`src/rtl/mem_port_arbiter_if.sv`:
```
// mem_port_arbiter_if: bundles the I-cache, D-cache and backing-memory signals of mem_port_arbiter.
//   master : arbiter side (takes requests and mem_rdata/mem_resp; drives resps, rdata and the mem_* port)
//   slave  : environment side (caches plus memory adapter), with all directions reversed
interface mem_port_arbiter_if #(
  parameter int ADDR_W = 32,
  parameter int LINE_W = 256
);
  logic [ADDR_W-1:0] i_addr;
  logic              i_read;
  logic [LINE_W-1:0] i_rdata;
  logic              i_resp;
  logic [ADDR_W-1:0] d_addr;
  logic              d_read;
  logic              d_write;
  logic [LINE_W-1:0] d_wdata;
  logic [LINE_W-1:0] d_rdata;
  logic              d_resp;
  logic [ADDR_W-1:0] mem_addr;
  logic              mem_read;
  logic              mem_write;
  logic [LINE_W-1:0] mem_wdata;
  logic [LINE_W-1:0] mem_rdata;
  logic              mem_resp;
  modport master (
    input  i_addr, i_read, d_addr, d_read, d_write, d_wdata, mem_rdata, mem_resp,
    output i_rdata, i_resp, d_rdata, d_resp, mem_addr, mem_read, mem_write, mem_wdata
  );
  modport slave (
    output i_addr, i_read, d_addr, d_read, d_write, d_wdata, mem_rdata, mem_resp,
    input  i_rdata, i_resp, d_rdata, d_resp, mem_addr, mem_read, mem_write, mem_wdata
  );
endinterface

```
`src/rtl/mem_port_arbiter.sv`:
```
// mem_port_arbiter: round-robin sharing of one cacheline memory port between I-cache and D-cache.
//   clk, rst : clock and synchronous active-high reset
//   bus      : mem_port_arbiter_if.master (cache requests/responses and the downstream mem_* port)
//   Optional MEM_ARB_PERF_CNT_EN adds i_grant_cnt, d_grant_cnt, i_wait_cnt, d_wait_cnt (32-bit, wrapping).
module mem_port_arbiter #(
  parameter int ADDR_W = 32,
  parameter int LINE_W = 256
) (
  input  logic               clk,
  input  logic               rst,
  mem_port_arbiter_if.master bus
`ifdef MEM_ARB_PERF_CNT_EN
  ,
  output logic [31:0]        i_grant_cnt,
  output logic [31:0]        d_grant_cnt,
  output logic [31:0]        i_wait_cnt,
  output logic [31:0]        d_wait_cnt
`endif
);
  typedef enum logic [1:0] {IDLE, SERVE_I, SERVE_D} state_t;
  state_t            state_q, state_d;
  logic              last_is_d_q, last_is_d_d;
  logic [ADDR_W-1:0] addr_q, addr_d;
  logic [LINE_W-1:0] wdata_q, wdata_d;
  logic              wr_q, wr_d;
  logic              i_req, d_req, grant_i, grant_d, serve;
  always_ff @(posedge clk) begin
    if (rst) begin
      state_q     <= IDLE;
      last_is_d_q <= 1'b0;
      addr_q      <= '0;
      wdata_q     <= '0;
      wr_q        <= 1'b0;
    end else begin
      state_q     <= state_d;
      last_is_d_q <= last_is_d_d;
      addr_q      <= addr_d;
      wdata_q     <= wdata_d;
      wr_q        <= wr_d;
    end
  end
  // Grants happen only in IDLE, so a completed transaction always sees one IDLE cycle before the next grant.
  always_comb begin
    i_req         = bus.i_read;
    d_req         = bus.d_read | bus.d_write;
    grant_d       = state_q == IDLE && d_req && (!i_req || !last_is_d_q);
    grant_i       = state_q == IDLE && i_req && !grant_d;
    serve         = state_q != IDLE;
    state_d       = grant_d ? SERVE_D : grant_i ? SERVE_I : serve && bus.mem_resp ? IDLE : state_q;
    last_is_d_d   = grant_d ? 1'b1 : grant_i ? 1'b0 : last_is_d_q;
    addr_d        = grant_d ? bus.d_addr : grant_i ? bus.i_addr : addr_q;
    wr_d          = grant_d ? bus.d_write : grant_i ? 1'b0 : wr_q;
    wdata_d       = grant_d && bus.d_write ? bus.d_wdata : grant_i || grant_d ? '0 : wdata_q;
    bus.mem_addr  = serve ? addr_q : '0;
    bus.mem_wdata = serve ? wdata_q : '0;
    bus.mem_read  = serve && !wr_q;
    bus.mem_write = serve && wr_q;
    bus.i_resp    = state_q == SERVE_I && bus.mem_resp;
    bus.d_resp    = state_q == SERVE_D && bus.mem_resp;
    bus.i_rdata   = bus.i_resp ? bus.mem_rdata : '0;
    bus.d_rdata   = bus.d_resp ? bus.mem_rdata : '0;
  end
`ifdef MEM_ARB_PERF_CNT_EN
  // A requester waits whenever it asks but neither owns the port nor wins the IDLE arbitration.
  always_ff @(posedge clk) begin
    if (rst) begin
      i_grant_cnt <= '0;
      d_grant_cnt <= '0;
      i_wait_cnt  <= '0;
      d_wait_cnt  <= '0;
    end else begin
      i_grant_cnt <= i_grant_cnt + 32'(grant_i);
      d_grant_cnt <= d_grant_cnt + 32'(grant_d);
      i_wait_cnt  <= i_wait_cnt + 32'(i_req && state_q != SERVE_I && !grant_i);
      d_wait_cnt  <= d_wait_cnt + 32'(d_req && state_q != SERVE_D && !grant_d);
    end
  end
`endif
`ifndef SYNTHESIS
  // After a reset the adapter may still deliver a stale completion until the next grant; that one is expected.
  logic post_rst_q;
  always_ff @(posedge clk) post_rst_q <= rst || (post_rst_q && !(grant_i || grant_d));
  a_rd_wr_excl: assert property (@(posedge clk) disable iff (rst) !(bus.d_read && bus.d_write));
  a_no_spurious_resp: assert property (@(posedge clk) disable iff (rst) !(state_q == IDLE && bus.mem_resp && !post_rst_q));
`endif
endmodule
```
`src/flat_wrapper.sv`:
```
// flat-port wrapper written by rule: the top's interface ports become plain ports
module mem_port_arbiter_flat 
#(
  parameter int ADDR_W = 32,
  parameter int LINE_W = 256
)
  (clk, rst, bus_i_addr, bus_i_read, bus_d_addr, bus_d_read, bus_d_write, bus_d_wdata, bus_mem_rdata, bus_mem_resp, bus_i_rdata, bus_i_resp, bus_d_rdata, bus_d_resp, bus_mem_addr, bus_mem_read, bus_mem_write, bus_mem_wdata);
  mem_port_arbiter_if #(.ADDR_W(ADDR_W), .LINE_W(LINE_W)) bus_i ();
  input  logic clk;
  input  logic rst;
  input wire logic [$bits(bus_i.i_addr)-1:0] bus_i_addr;
  input wire logic [$bits(bus_i.i_read)-1:0] bus_i_read;
  input wire logic [$bits(bus_i.d_addr)-1:0] bus_d_addr;
  input wire logic [$bits(bus_i.d_read)-1:0] bus_d_read;
  input wire logic [$bits(bus_i.d_write)-1:0] bus_d_write;
  input wire logic [$bits(bus_i.d_wdata)-1:0] bus_d_wdata;
  input wire logic [$bits(bus_i.mem_rdata)-1:0] bus_mem_rdata;
  input wire logic [$bits(bus_i.mem_resp)-1:0] bus_mem_resp;
  output wire logic [$bits(bus_i.i_rdata)-1:0] bus_i_rdata;
  output wire logic [$bits(bus_i.i_resp)-1:0] bus_i_resp;
  output wire logic [$bits(bus_i.d_rdata)-1:0] bus_d_rdata;
  output wire logic [$bits(bus_i.d_resp)-1:0] bus_d_resp;
  output wire logic [$bits(bus_i.mem_addr)-1:0] bus_mem_addr;
  output wire logic [$bits(bus_i.mem_read)-1:0] bus_mem_read;
  output wire logic [$bits(bus_i.mem_write)-1:0] bus_mem_write;
  output wire logic [$bits(bus_i.mem_wdata)-1:0] bus_mem_wdata;
  assign bus_i.i_addr = bus_i_addr;
  assign bus_i.i_read = bus_i_read;
  assign bus_i.d_addr = bus_d_addr;
  assign bus_i.d_read = bus_d_read;
  assign bus_i.d_write = bus_d_write;
  assign bus_i.d_wdata = bus_d_wdata;
  assign bus_i.mem_rdata = bus_mem_rdata;
  assign bus_i.mem_resp = bus_mem_resp;
  assign bus_i_rdata = bus_i.i_rdata;
  assign bus_i_resp = bus_i.i_resp;
  assign bus_d_rdata = bus_i.d_rdata;
  assign bus_d_resp = bus_i.d_resp;
  assign bus_mem_addr = bus_i.mem_addr;
  assign bus_mem_read = bus_i.mem_read;
  assign bus_mem_write = bus_i.mem_write;
  assign bus_mem_wdata = bus_i.mem_wdata;
  mem_port_arbiter #(.ADDR_W(ADDR_W), .LINE_W(LINE_W)) u_core (.clk(clk), .rst(rst), .bus(bus_i));
endmodule
```
`config.mk`:
```
export PLATFORM = sky130hd
export DESIGN_NAME = mem_port_arbiter_flat
export DESIGN_NICKNAME = d
export VERILOG_FILES = /design/src/rtl/mem_port_arbiter_if.sv /design/src/rtl/mem_port_arbiter.sv /design/src/flat_wrapper.sv
export SDC_FILE = /design/constraint.sdc
export NUM_CORES = 1
export LEC_CHECK = 0
export CAP_MARGIN = 20
export CORE_AREA = 4 4 540 542
export DETAILED_ROUTE_END_ITERATION = 10
export DIE_AREA = 0 0 544 546
export PLACE_DENSITY = 0.32
export SETUP_SLACK_MARGIN = 0.3
export SLEW_MARGIN = 20
export SYNTH_ARGS = -nofsm -noshare
export SYNTH_HDL_FRONTEND = slang
export SYNTH_SLANG_ARGS = --single-unit
export TNS_END_PERCENT = 20
```
`constraint.sdc`:
```
create_clock -name clk -period 2.6 [get_ports clk]
set_input_delay 0.52 -clock clk [delete_from_list [all_inputs] [get_ports clk]]
set_output_delay 0.52 -clock clk [all_outputs]
set_load 0.05 [all_outputs]
```
After elaboration in Yosys (flattened, before gate mapping)
Cells that the tools add are included.
Operators by class
  bitwise operators: 1
  muxes and demuxes: 14
  equality and inequality tests: 2
  reductions and logical operators: 23
Operators by type and width (count)
  $mux W256: 5
  $mux W32: 3
  $logic_and A1 B1 Y1: 10
  $reduce_bool A2 Y1: 4
  $mux W2: 3
  $logic_not A1 Y1: 4
  $mux W1: 3
  $reduce_bool A3 Y1: 1
  $eq A2 B1 Y1 const B: 1
  $eq A2 B2 Y1 const B: 1
  $logic_not A2 Y1: 1
  $logic_or A1 B1 Y1: 2
  $reduce_or A2 Y1: 1
  $or A1 B1 Y1: 1
Storage, ports and cells
  register bits after elaboration: 292
  input port bits: 582
  output and inout bits: 804

Longest topological paths before layout
Gate-level depths: netlist (run 1).
  depth after elaboration: 8
  depth in mapped cells: 7
  gate-level depth less buffers: 3

Least setup slack after synthesis (run 1)
OpenSTA, ideal clock, no wires.
  path kind: input-to-output
  start: input port bus_mem_resp
  end: output port bus_i_rdata[246]
  path buffers: 2
  stages on the path: 4
  arrival time: 1.907 ns
  slack: 0.173 ns
  path through: and3b_1 > clkbuf_1 > clkbuf_1 > and2_1
On the way
  word-level cells in the longest chain between the ends: 2
Ends and longest elaborated chain
  start, declared: line flat_wrapper.sv:18  | input wire logic [$bits(bus_i.mem_resp)-1:0] bus_mem_resp;
  $logic_and A1 B1 Y1: line mem_port_arbiter.sv:58  | bus.i_resp = state_q == SERVE_I && bus.mem_resp;
  via bus_i_resp: line flat_wrapper.sv:20  | output wire logic [$bits(bus_i.i_resp)-1:0] bus_i_resp;
  $mux W256: line mem_port_arbiter.sv:60  | bus.i_rdata = bus.i_resp ? bus.mem_rdata : '0;
  end, declared: line flat_wrapper.sv:19  | output wire logic [$bits(bus_i.i_rdata)-1:0] bus_i_rdata;
The timed path passes the listed nets, and every way through them passes these cells.

Final worst setup path (run 1)
  start: register u_core.state_q[1]
  end: output port bus_i_rdata[14]
On the way
  word-level cells in the longest chain between the ends: 3
Ends and longest elaborated chain
  start, declared: line mem_port_arbiter.sv:21  | state_t state_q, state_d;
  start signal, assigned: line mem_port_arbiter.sv:35  | state_q <= state_d;
  $eq A2 B1 Y1: line mem_port_arbiter.sv:58
  $logic_and A1 B1 Y1: line mem_port_arbiter.sv:58
  $mux W256: line mem_port_arbiter.sv:60
Every way passes these cells.

==> impl_metrics.json, run 1 <==
{
  "maxCapViolations": 0,
  "arrival_ns": 2.23,
  "rr_worst_depth": 6,
  "post-place-ws_ns": -0.6268,
  "startpoint_type": "flop",
  "internal_power_mw": 13.24,
  "syn_area_um2": 16970,
  "route.met2.wl_mm": 103.2,
  "wl_met1_mm": 98.86,
  "crit_top_cell": "buf_12",
  "setup_viol": 563,
  "post-route-period-util": 1.058,
  "antenna_found_initial": 157,
  "yosysWarnings": 0,
  "p_clk_frac": 0.320,
  "r2r-start": "u_core.state_q[0]",
  "drt_first_pass_iters": 5,
  "wirelength_mm": 233.0,
  "fillers": 32070,
  "ys_seq_area_frac": 0.3444,
  "avgRoutedWirePerCell_um": 31.01,
  "fin_nets": 4252,
  "hold_viol": 0,
  "final_cell_area_um2": 47880,
  "power_leakage_nw": 17.36,
  "worst_pin_slew_ns": 0.8601,
  "htreeDepth": 2,
  "final_util": 0.1669,
  "die-area_um2": 297000,
  "cts_buffer_depth": 3,
  "worstPathCellList": "and3b_4, buf_12, buf_12, buf_12, buf_12, and2_4, buf_12",
  "first_global_vias": 23390,
  "finalWorstSetupSlack_ns": -0.1496,
  "synth-main-ff-cell": "dfxtp_1",
  "via_per_inst": 3.096,
  "crit_path_start": "u_core.state_q[1]",
  "violations": "setup timing",
  "ir_worst_vdd_mv": 0.4811,
  "grt-ovfl-total": 0,
  "cts.clk_slew.worst_paths_ns": 0.06,
  "hold_class": "input port to flop",
  "criticalPathCategory": "flop to primary output",
  "hold_path_depth": 3,
  "syn-num-nets": 2855,
  "slowest_delay_ns": 0.38,
  "vias": 23260,
  "start_util": 0.05915,
  "grt_pass1_wl_mm": 284.6,
  "rsz0062_at_grt": "true",
  "wl_met3_mm": 27.63,
  "finalSetupTns_ns": -30.04,
  "cts_tree": "built",
  "required_ns": 2.08,
  "switching_share": 0.3805,
  "synth.distinct_cells": 26,
  "ant_nets": 0,
  "pin_count": 1386,
  "ys_ff_latch": 292,
  "hp-start": "bus_d_write",
  "async_flop_share": 0,
  "synth_cells": 2273,
  "power.switching_mw": 8.133,
  "post_cts_hold_buffer_count": 0,
  "power_frac_seq": 0.235,
  "cp-end-kind": "primary output",
  "final_common_cell": "buf_12",
  "place_hpwl_mm": 201.9,
  "max_freq_mhz": 363.7,
  "critPathMaxFanout": 8,
  "synth_area_per_cell_um2": 7.466,
  "io_buffers": 1385,
  "hold_slack_ns": 0.3059,
  "routed.top_layer": "met5",
  "status": "finished with violations",
  "critPathBufInv": 5,
  "fp-row-count": 197,
  "syn_to_final_growth_pct": 182.1,
  "slew_viol_final": 0,
  "mostFrequentLayoutCells": "878 x buf_12, 584 x and2_1, 578 x clkdlybuf4s50_1, 292 x a21oi_1, 290 x dfxtp_1",
  "cpMaxStageDelayCell": "dfxtp_4",
  "post-route-min-period_ns": 2.750,
  "place_congestion": 0.9042,
  "die_x_um": 544,
  "synth-edff-count": 0,
  "drcViolationCount": 0,
  "layout-drive-gt1-share": 0.3604,
  "root_buffer": "clkbuf_16",
  "grt_max_degree": 63,
  "core_area_um2": 286900,
  "cellPowerDensity_nw_per_um2": 446.4,
  "cp.depth": 7,
  "placed_area_um2": 44730,
  "numCtsBuffers": 44,
  "fin_worst_skew_ns": 0.02302,
  "clkLatencyLatePin_ns": 0.62,
  "crit_family": "buffers and inverters",
  "grtUsageTotal": 0.1486,
  "p_comb_frac": 0.445,
  "drt_iter0_markers": 1215,
  "die_y_um": 546,
  "clock_sinks": 292,
  "relSlewSlack": 0.4248
}
-- metal layers --
metal	track usage	vias up
li1	-	10500
met1	0.1868	11240
met2	0.2331	1277
met3	0.07313	232
met4	0.01961	12
met5	0	-
-- through the flow --
step	std cells	power (mW)
final	7514	21.38
after global routing	7490	22.43
after CTS	7461	21.66
after detailed placement	7366	14.25
after global placement	7366	14.25
after floorplan	2273	8.769
-- worst paths after layout --
check,slack [ns],endpoint
max,-0.15,bus_i_rdata[14]
min,0.31,u_core.wdata_q[138]
max reg2reg,0.70,u_core.wdata_q[248]
min reg2reg,0.47,u_core.wdata_q[53]
-- worst register-to-register path: cells and delay by family, from the launching register on --
family,cells,cell delay [ns]
AO/OA/AOI/OAI,2,0.53
flip-flops,1,0.39
buffers and inverters,3,0.63
AND/OR/NAND/NOR,1,0.25
-- cell families after synthesis --
family,synth area share
buf+inv,0.07549
compound gates,0.1897
simple gates,0.3904
flops,0.3444
-- synthesized netlist by cell type, types with 2 or more instances --
| master | instances | area (um^2) |
|---|---|---|
| and2_1 | 801 | 5011 |
| a21oi_1 | 292 | 1461 |
| dfxtp_1 | 292 | 5846 |
| o21ai_0 | 263 | 1316 |
| nand3_1 | 256 | 1281 |
| clkbuf_1 | 169 | 634.4 |
| buf_2 | 52 | 260.3 |
| a311oi_1 | 32 | 280.3 |
| nand3b_1 | 32 | 240.2 |
| buf_6 | 28 | 315.3 |
| o21ai_1 | 28 | 140.1 |
| buf_4 | 7 | 52.55 |
| nor2_1 | 5 | 18.77 |
| clkbuf_2 | 3 | 15.01 |
| nand2_1 | 2 | 7.510 |
-- registers in the layout, indices dropped and copies added, names as in the netlist --
name / count
u_core.state_q: 2
u_core.wr_q: 1
u_core.addr_q: 32
u_core.wdata_q: 256
u_core.last_is_d_q: 1
-- power by group through the flow --
stage               clock network, mW  registers [mW]  logic, mW
floorplan                           0            5.05       3.72
global placement                    0            5.13       9.12
detailed placement                  0            5.14       9.11
CTS                              7.22            5.04       9.39
global route                     7.36            5.08       9.99
finish                           6.84            5.03       9.51
-- cell type report --
type	instances	area [um^2]	share of cell area
sequential	292	5853	0.1222
clock buffer	61	1316	0.02749
antenna	32	80.08	0.001672
clock inverter	16	276.5	0.005775
timing repair buffer	1610	25210	0.5266
multi-input combinational	1721	10410	0.2174
inverter	1	3.754	0.00007839
tap	3781	4731	0.09880
-- repair_timing --
item                                    CTS  global route
gates resized for setup                 153           119
buffers inserted                          9             7
endpoints found under the setup margin  804           803
pin swaps                                 4            13
cloned                                    9            14
No activity file was read; power rests on OpenSTA's default activity.
==> run 2, diff against run 1 <==
CTS_BUF_LIST = sky130_fd_sc_hd__clkbuf_4 sky130_fd_sc_hd__clkbuf_8   (was not set)
SLEW_MARGIN = 5   (was 20)
==> run 2 against run 1 <==
- the run still ends with setup timing left
- flip-flop and latch count is the same
- clock-buffer cell count grew 35
- die area did not move
- utilization barely moved
- clock power is 7.3% lower
- critical endpoint unchanged
- highest routed layer unchanged
==> impl_metrics.json, run 2 (same netlist as run 1, synthesis figures left out) <==
{
  "status": "finished with violations",
  "violations": "setup timing",
  "cpMaxStageDelayCell": "dfxtp_4",
  "root_buffer": "clkbuf_8",
  "io_buffers": 1385,
  "final_common_cell": "buf_12",
  "cp-end-kind": "primary output",
  "hold_class": "input port to flop",
  "worst_pin_slew_ns": 0.8921,
  "cts_tree": "built",
  "via_per_inst": 3.079,
  "pin_count": 1386,
  "clock_sinks": 292,
  "largest_reg_flops": 256,
  "die_y_um": 546,
  "grtUsageTotal": 0.1487,
  "hold_slack_ns": 0.2044,
  "syn_to_final_growth_pct": 183.0,
  "fin_worst_skew_ns": 0.05201,
  "ant_nets": 0,
  "mostFrequentLayoutCells": "885 x buf_12, 578 x clkdlybuf4s50_1, 526 x and2_1, 292 x a21oi_1, 290 x dfxtp_1",
  "drcViolationCount": 0,
  "fp-row-count": 197,
  "die-area_um2": 297000,
  "largestRegisters": "u_core.wdata_q: 256 flops, u_core.addr_q: 32 flops, u_core.state_q: 2 flops",
  "reg2reg_to": "u_core.wdata_q[248]",
  "post-place-ws_ns": -0.6268,
  "relSlewSlack": 0.4034,
  "clkLatencyLatePin_ns": 0.73,
  "power_leakage_nw": 17.50,
  "rr_worst_depth": 6,
  "r2r_slack_ns": 0.69,
  "first_global_vias": 23520,
  "post-route-min-period_ns": 2.860,
  "layout-drive-gt1-share": 0.3847,
  "finalWorstSetupSlack_ns": -0.2605,
  "grt_pass1_wl_mm": 284.2,
  "fin_nets": 4284,
  "cellPowerDensity_nw_per_um2": 435.4,
  "drt_iter0_markers": 1174,
  "crit_path_start": "u_core.state_q[1]",
  "max_freq_mhz": 349.6,
  "maxCapViolations": 0,
  "numCtsBuffers": 67,
  "rsz0062_at_grt": "true",
  "vias": 23270,
  "htreeDepth": 3,
  "hold_viol": 0,
  "critPathMaxFanout": 8,
  "slew_viol_final": 0,
  "crit_top_cell": "buf_12",
  "avgRoutedWirePerCell_um": 31.00,
  "power_mw": 20.91,
  "worstPathCellList": "and3b_4, buf_12, buf_12, buf_12, buf_12, and2_4, buf_12",
  "grt_max_degree": 82,
  "grt-ovfl-total": 0,
  "antenna_found_initial": 158,
  "cts_buffer_depth": 3,
  "finalSetupTns_ns": -105.98,
  "crit_path_end": "bus_i_rdata[14]",
  "die_x_um": 544,
  "largest-register": "u_core.wdata_q",
  "slowest_delay_ns": 0.38,
  "required_ns": 2.08,
  "core_area_um2": 286900,
  "r2r-start": "u_core.state_q[0]",
  "startpoint_type": "flop",
  "start_util": 0.05915,
  "drt_first_pass_iters": 5,
  "place_hpwl_mm": 201.9,
  "wirelength_mm": 234.3,
  "post-route-period-util": 1.100,
  "cts.clk_slew.worst_paths_ns": 0.06,
  "setup_viol": 800,
  "arrival_ns": 2.34,
  "ir_worst_vdd_mv": 0.3497,
  "place_congestion": 0.9042,
  "criticalPathCategory": "flop to primary output"
}
==> run 2: cell count changes in the layout (fill, tap and decap cells not counted), sizes merged <==
| cell | before | now |
|---|---|---|
| clkbuf | 73 | 111 |
| buf | 1016 | 1023 |
| clkinv | 2 | 6 |
| diode | 32 | 29 |
| bufbuf | 3 | 2 |
| clkinvlp | 4 | 3 |
==> run 2: how the worst min path moves through the flow <==
stage                                    from             endpoint  slack [ns]  cells after the start
after floorplan             u_core.wdata_q[0]    u_core.wdata_q[0]        0.45                      2
after global placement    u_core.wdata_q[126]  u_core.wdata_q[126]        0.46                      2
after detailed placement   u_core.wdata_q[53]   u_core.wdata_q[53]        0.46                      2
after CTS                         bus_d_write  u_core.wdata_q[120]        0.08                      3
after global routing              bus_d_write  u_core.wdata_q[138]        0.12                      3
final                             bus_d_write  u_core.wdata_q[138]        0.20                      3
==> run 2: cell type report <==
class,instances,area (um^2)
Tap cell,3781,4731
Timing Repair Buffer,1619,25320
Inverter,1,3.754
Sequential cell,292,5853
Clock inverter,19,291.5
Multi-Input combinational cell,1721,10550
Clock buffer,96,1196
Fill cell,32040,238900
Antenna cell,29,72.57
==> run 2: stage by stage <==
stage	util	instance area (um^2)	std cells
finish	0.1674	48020	7558
global route	0.1672	47970	7538
CTS	0.1635	46900	7497
detailed placement	0.1559	44730	7366
global placement	0.1559	44730	7366
floorplan	-	16970	2273
==> run 2: worst max-delay path: cells and delay by family (launching register included) <==
kind                   cells  cell delay [ns]
DFF                        1             0.38
buffers and inverters      5             0.67
and+or+nand+nor            2             0.51
==> run 2: routing by layer <==
layer	vias up	wire length, um	GRT usage
met5	-	79	0
met4	12	4276	0.02293
met1	11170	98620	0.1853
li1	10570	-	-
met2	1268	102700	0.2316
met3	257	28660	0.07580
==> run 2: repair_timing <==
action	4_1_cts	5_1_grt
setup endpoints to repair	804	804
buffers inserted	9	12
gates cloned	7	20
hold buffers	0	0
pin swaps	4	18
resized for setup	141	193
==> run 2: where the power goes <==
| group | leakage (nW) | switching [mW] | total (mW) | internal [mW] |
|---|---|---|---|---|
| clock network | 0.777 | 2.68 | 6.34 | 3.66 |
| registers | 2.39 | 0.179 | 5.03 | 4.85 |
| logic | 14.3 | 5.34 | 9.54 | 4.20 |
==> run 3, diff against run 2 <==
ABC_AREA = 1   (was not set)
CORE_AREA = 4 4 534 536   (was 4 4 540 542)
DIE_AREA = 0 0 538 540   (was 0 0 544 546)
PLACE_DENSITY = 0.33   (was 0.32)
==> run 3 against run 2 <==
- the run still ends with setup timing left
- register-to-register slack worse by 0.24 ns
- total power is 3.3% lower
- final area is 3.9% lower
- worst setup slack worse by 0.10 ns
- die area is 2.2% lower
- clock skew is 0.016 ns lower
- sequential share of layout area is 0.50 points higher
- clock-buffer cell count is 9 lower
- first-iteration DRC count is 35% higher
- flip-flop and latch count stayed put
- non-clock buffer count is 12 lower
- hold slack worse by 0.046 ns
- critical endpoint is now bus_d_rdata[122]
- largest power group unchanged
==> impl_metrics.json, run 3 <==
{
  "cpMaxStageDelayCell": "clkdlybuf4s50_1",
  "placed_area_um2": 42620,
  "yosysTopAreaCell": "dfxtp_1",
  "largestRegisters": "u_core.wdata_q: 256 flops, u_core.addr_q: 32 flops, u_core.state_q: 2 flops",
  "largest-register": "u_core.wdata_q",
  "fin_nets": 4908,
  "ant_nets": 0,
  "root_buffer": "clkbuf_8",
  "ir_worst_vdd_mv": 0.3306,
  "place_congestion": 0.9071,
  "ys_ff_latch": 292,
  "synth_area_per_cell_um2": 5.988,
  "clkLatencyLatePin_ns": 0.74,
  "io_buffers": 1385,
  "start_util": 0.06279,
  "cp.depth": 9,
  "fillers": 31830,
  "syn_area_um2": 17630,
  "violations": "setup timing",
  "hold_path_depth": 3,
  "crit_top_cell": "buf_12",
  "drt_first_pass_iters": 6,
  "fp-row-count": 195,
  "synth.area.top_cells": "dfxtp_1 33%, nor2_1 18%, inv_1 12%",
  "wirelength_mm": 226.0,
  "max_freq_mhz": 337.4,
  "async_flop_share": 0,
  "maxCapViolations": 0,
  "slew_viol_final": 0,
  "hold_viol": 0,
  "numCtsBuffers": 58,
  "relSlewSlack": 0.3701,
  "power.switching_mw": 8.521,
  "drcViolationCount": 0,
  "fin_worst_skew_ns": 0.03622,
  "worstPathCellList": "clkdlybuf4s50_1, inv_2, buf_4, nor3_4, buf_6, inv_16, buf_12, nor2_1, buf_12",
  "slowest_delay_ns": 0.48,
  "avgRoutedWirePerCell_um": 27.79,
  "grt_pass1_wl_mm": 283.7,
  "hold_class": "input port to flop",
  "grt-ovfl-total": 0,
  "post-route-min-period_ns": 2.963,
  "grt_max_degree": 93,
  "grtUsageTotal": 0.1466,
  "cts_tree": "built",
  "layout-drive-gt1-share": 0.3139,
  "final_common_cell": "buf_12",
  "place_hpwl_mm": 196.0,
  "worst_pin_slew_ns": 0.9448,
  "crit_family": "buffers and inverters",
  "power_leakage_nw": 17.77,
  "syn-num-nets": 3527,
  "clock_sinks": 292,
  "yosysWarnings": 0,
  "synth_top_area_frac": 0.3315,
  "rsz0062_at_grt": "true",
  "synth_most_common_cell": "nor2_1",
  "final_cell_area_um2": 46140,
  "setup_viol": 762,
  "die_x_um": 538,
  "required_ns": 2.08,
  "first_global_vias": 27090,
  "synth_commonest_cells": "866 x nor2_1, 550 x inv_1, 292 x dfxtp_1, 291 x nand3_1, 288 x nand4_1",
  "switching_share": 0.4215,
  "syn_to_final_growth_pct": 161.6,
  "synth_cells": 2945,
  "power_frac_seq": 0.250,
  "power_mw": 20.21,
  "mostFrequentLayoutCells": "676 x buf_12, 631 x nor2_1, 579 x clkdlybuf4s50_1, 548 x inv_1",
  "largest_reg_flops": 256,
  "synth.distinct_cells": 16,
  "synth-main-ff-cell": "dfxtp_1",
  "cellPowerDensity_nw_per_um2": 438.1,
  "hold_slack_ns": 0.1585,
  "cts.clk_slew.worst_paths_ns": 0.06,
  "rr_worst_depth": 10,
  "drt_iter0_markers": 1590,
  "post-route-period-util": 1.140,
  "via_per_inst": 3.267,
  "vias": 26570,
  "antenna_found_initial": 114,
  "arrival_ns": 2.44,
  "cp-end-kind": "primary output",
  "p_clk_frac": 0.272,
  "startpoint_type": "input port",
  "p_comb_frac": 0.479,
  "die_y_um": 540,
  "status": "finished with violations",
  "die-area_um2": 290500,
  "core_area_um2": 280800,
  "finalWorstSetupSlack_ns": -0.3635,
  "pin_count": 1386,
  "synth-edff-count": 0,
  "internal_power_mw": 11.69,
  "cts_buffer_depth": 3,
  "critPathBufInv": 7,
  "htreeDepth": 2,
  "criticalPathCategory": "input port to primary output",
  "ys_seq_area_frac": 0.3315,
  "critPathMaxFanout": 29
}
-- run 3: cell count changes in the layout (fill, tap and decap cells not counted), moves of 99 or more --
cell     before  now
and2_1      526    0
and2_4      260    0
buf_12      885  676
buf_4       110  268
inv_1         1  548
nand2_1       2  101
nand4_1       0  288
nor2_1        2  631
nor2_2        0  130
nor2_4        4  106
o21ai_0     263    0
-- run 3: power by group through the flow --
| stage | registers (mW) | logic, mW | clock network, mW |
|---|---|---|---|
| finish | 5.05 | 9.68 | 5.49 |
| global route | 5.08 | 10.2 | 5.88 |
| CTS | 5.04 | 9.64 | 5.77 |
| detailed placement | 5.14 | 8.97 | 0 |
| global placement | 5.13 | 8.99 | 0 |
| floorplan | 5.07 | 4.27 | 0 |
-- run 3: layout make-up --
cell class                      instances  area, um^2  area share
Clock inverter                         14       192.7    0.004176
Multi-Input combinational cell       1812        9382      0.2033
Antenna cell                           23       57.56    0.001247
Inverter                              554        2112     0.04578
Sequential cell                       292        5853      0.1269
Timing Repair Buffer                 1607       22770      0.4934
Clock buffer                           87        1085     0.02351
Tap cell                             3743        4683      0.1015
Timing Repair inverter                  1       8.758   0.0001898
-- run 3: per-stage QoR --
step | TNS, ns | cells | setup WS, ns | util
2_1_floorplan | -137.95 | 2945 | -0.2841 | -
5_1_grt | -218.07 | 8130 | -0.3973 | 0.1643
6_report | -122.46 | 8133 | -0.3635 | 0.1643
4_1_cts | -224.84 | 8106 | -0.4306 | 0.1614
3_3_place_gp | -112.89 | 7978 | -0.5005 | 0.1518
3_5_place_dp | -107.27 | 7978 | -0.4986 | 0.1518
-- run 3: worst min-delay path: cells and delay by family --
kind / cells / cell delay, ns
AND/OR/NAND/NOR: 1 / 0.11
AO/OA/AOI/OAI: 1 / 0.06
buffers and inverters: 1 / 0.15
-- run 3: path summary, 6_finish.rpt --
check / start / to / slack (ns)
worst max register to register: u_core.state_q[1] / u_core.addr_q[4] / 0.45
worst min-delay path: bus_d_write / u_core.wdata_q[249] / 0.16
worst min register to register: u_core.wdata_q[38] / u_core.wdata_q[38] / 0.48
worst max-delay path: bus_mem_resp / bus_d_rdata[122] / -0.36
-- run 3: cell families after synthesis --
| family | synth area share |
|---|---|
| AOI/OAI and AO/OA | 0.07379 |
| and+or+nand+nor | 0.3931 |
| DFF | 0.3315 |
| buffers and inverters | 0.2016 |
-- run 3: timing repair --
| item | in CTS | in global routing |
|---|---|---|
| gates resized for setup | 267 | 186 |
| cloned | 18 | 3 |
| endpoints found under the setup margin | 805 | 804 |
| buffers inserted | 9 | 1 |
| pin swaps | 5 | 0 |
| hold buffers | 0 | 0 |
-- run 3: per-layer routing --
layer	wire, um	GRT usage
met4	6319	0.03753
met2	116900	0.2715
met3	16960	0.03942
met1	85830	0.1637
met5	20	0
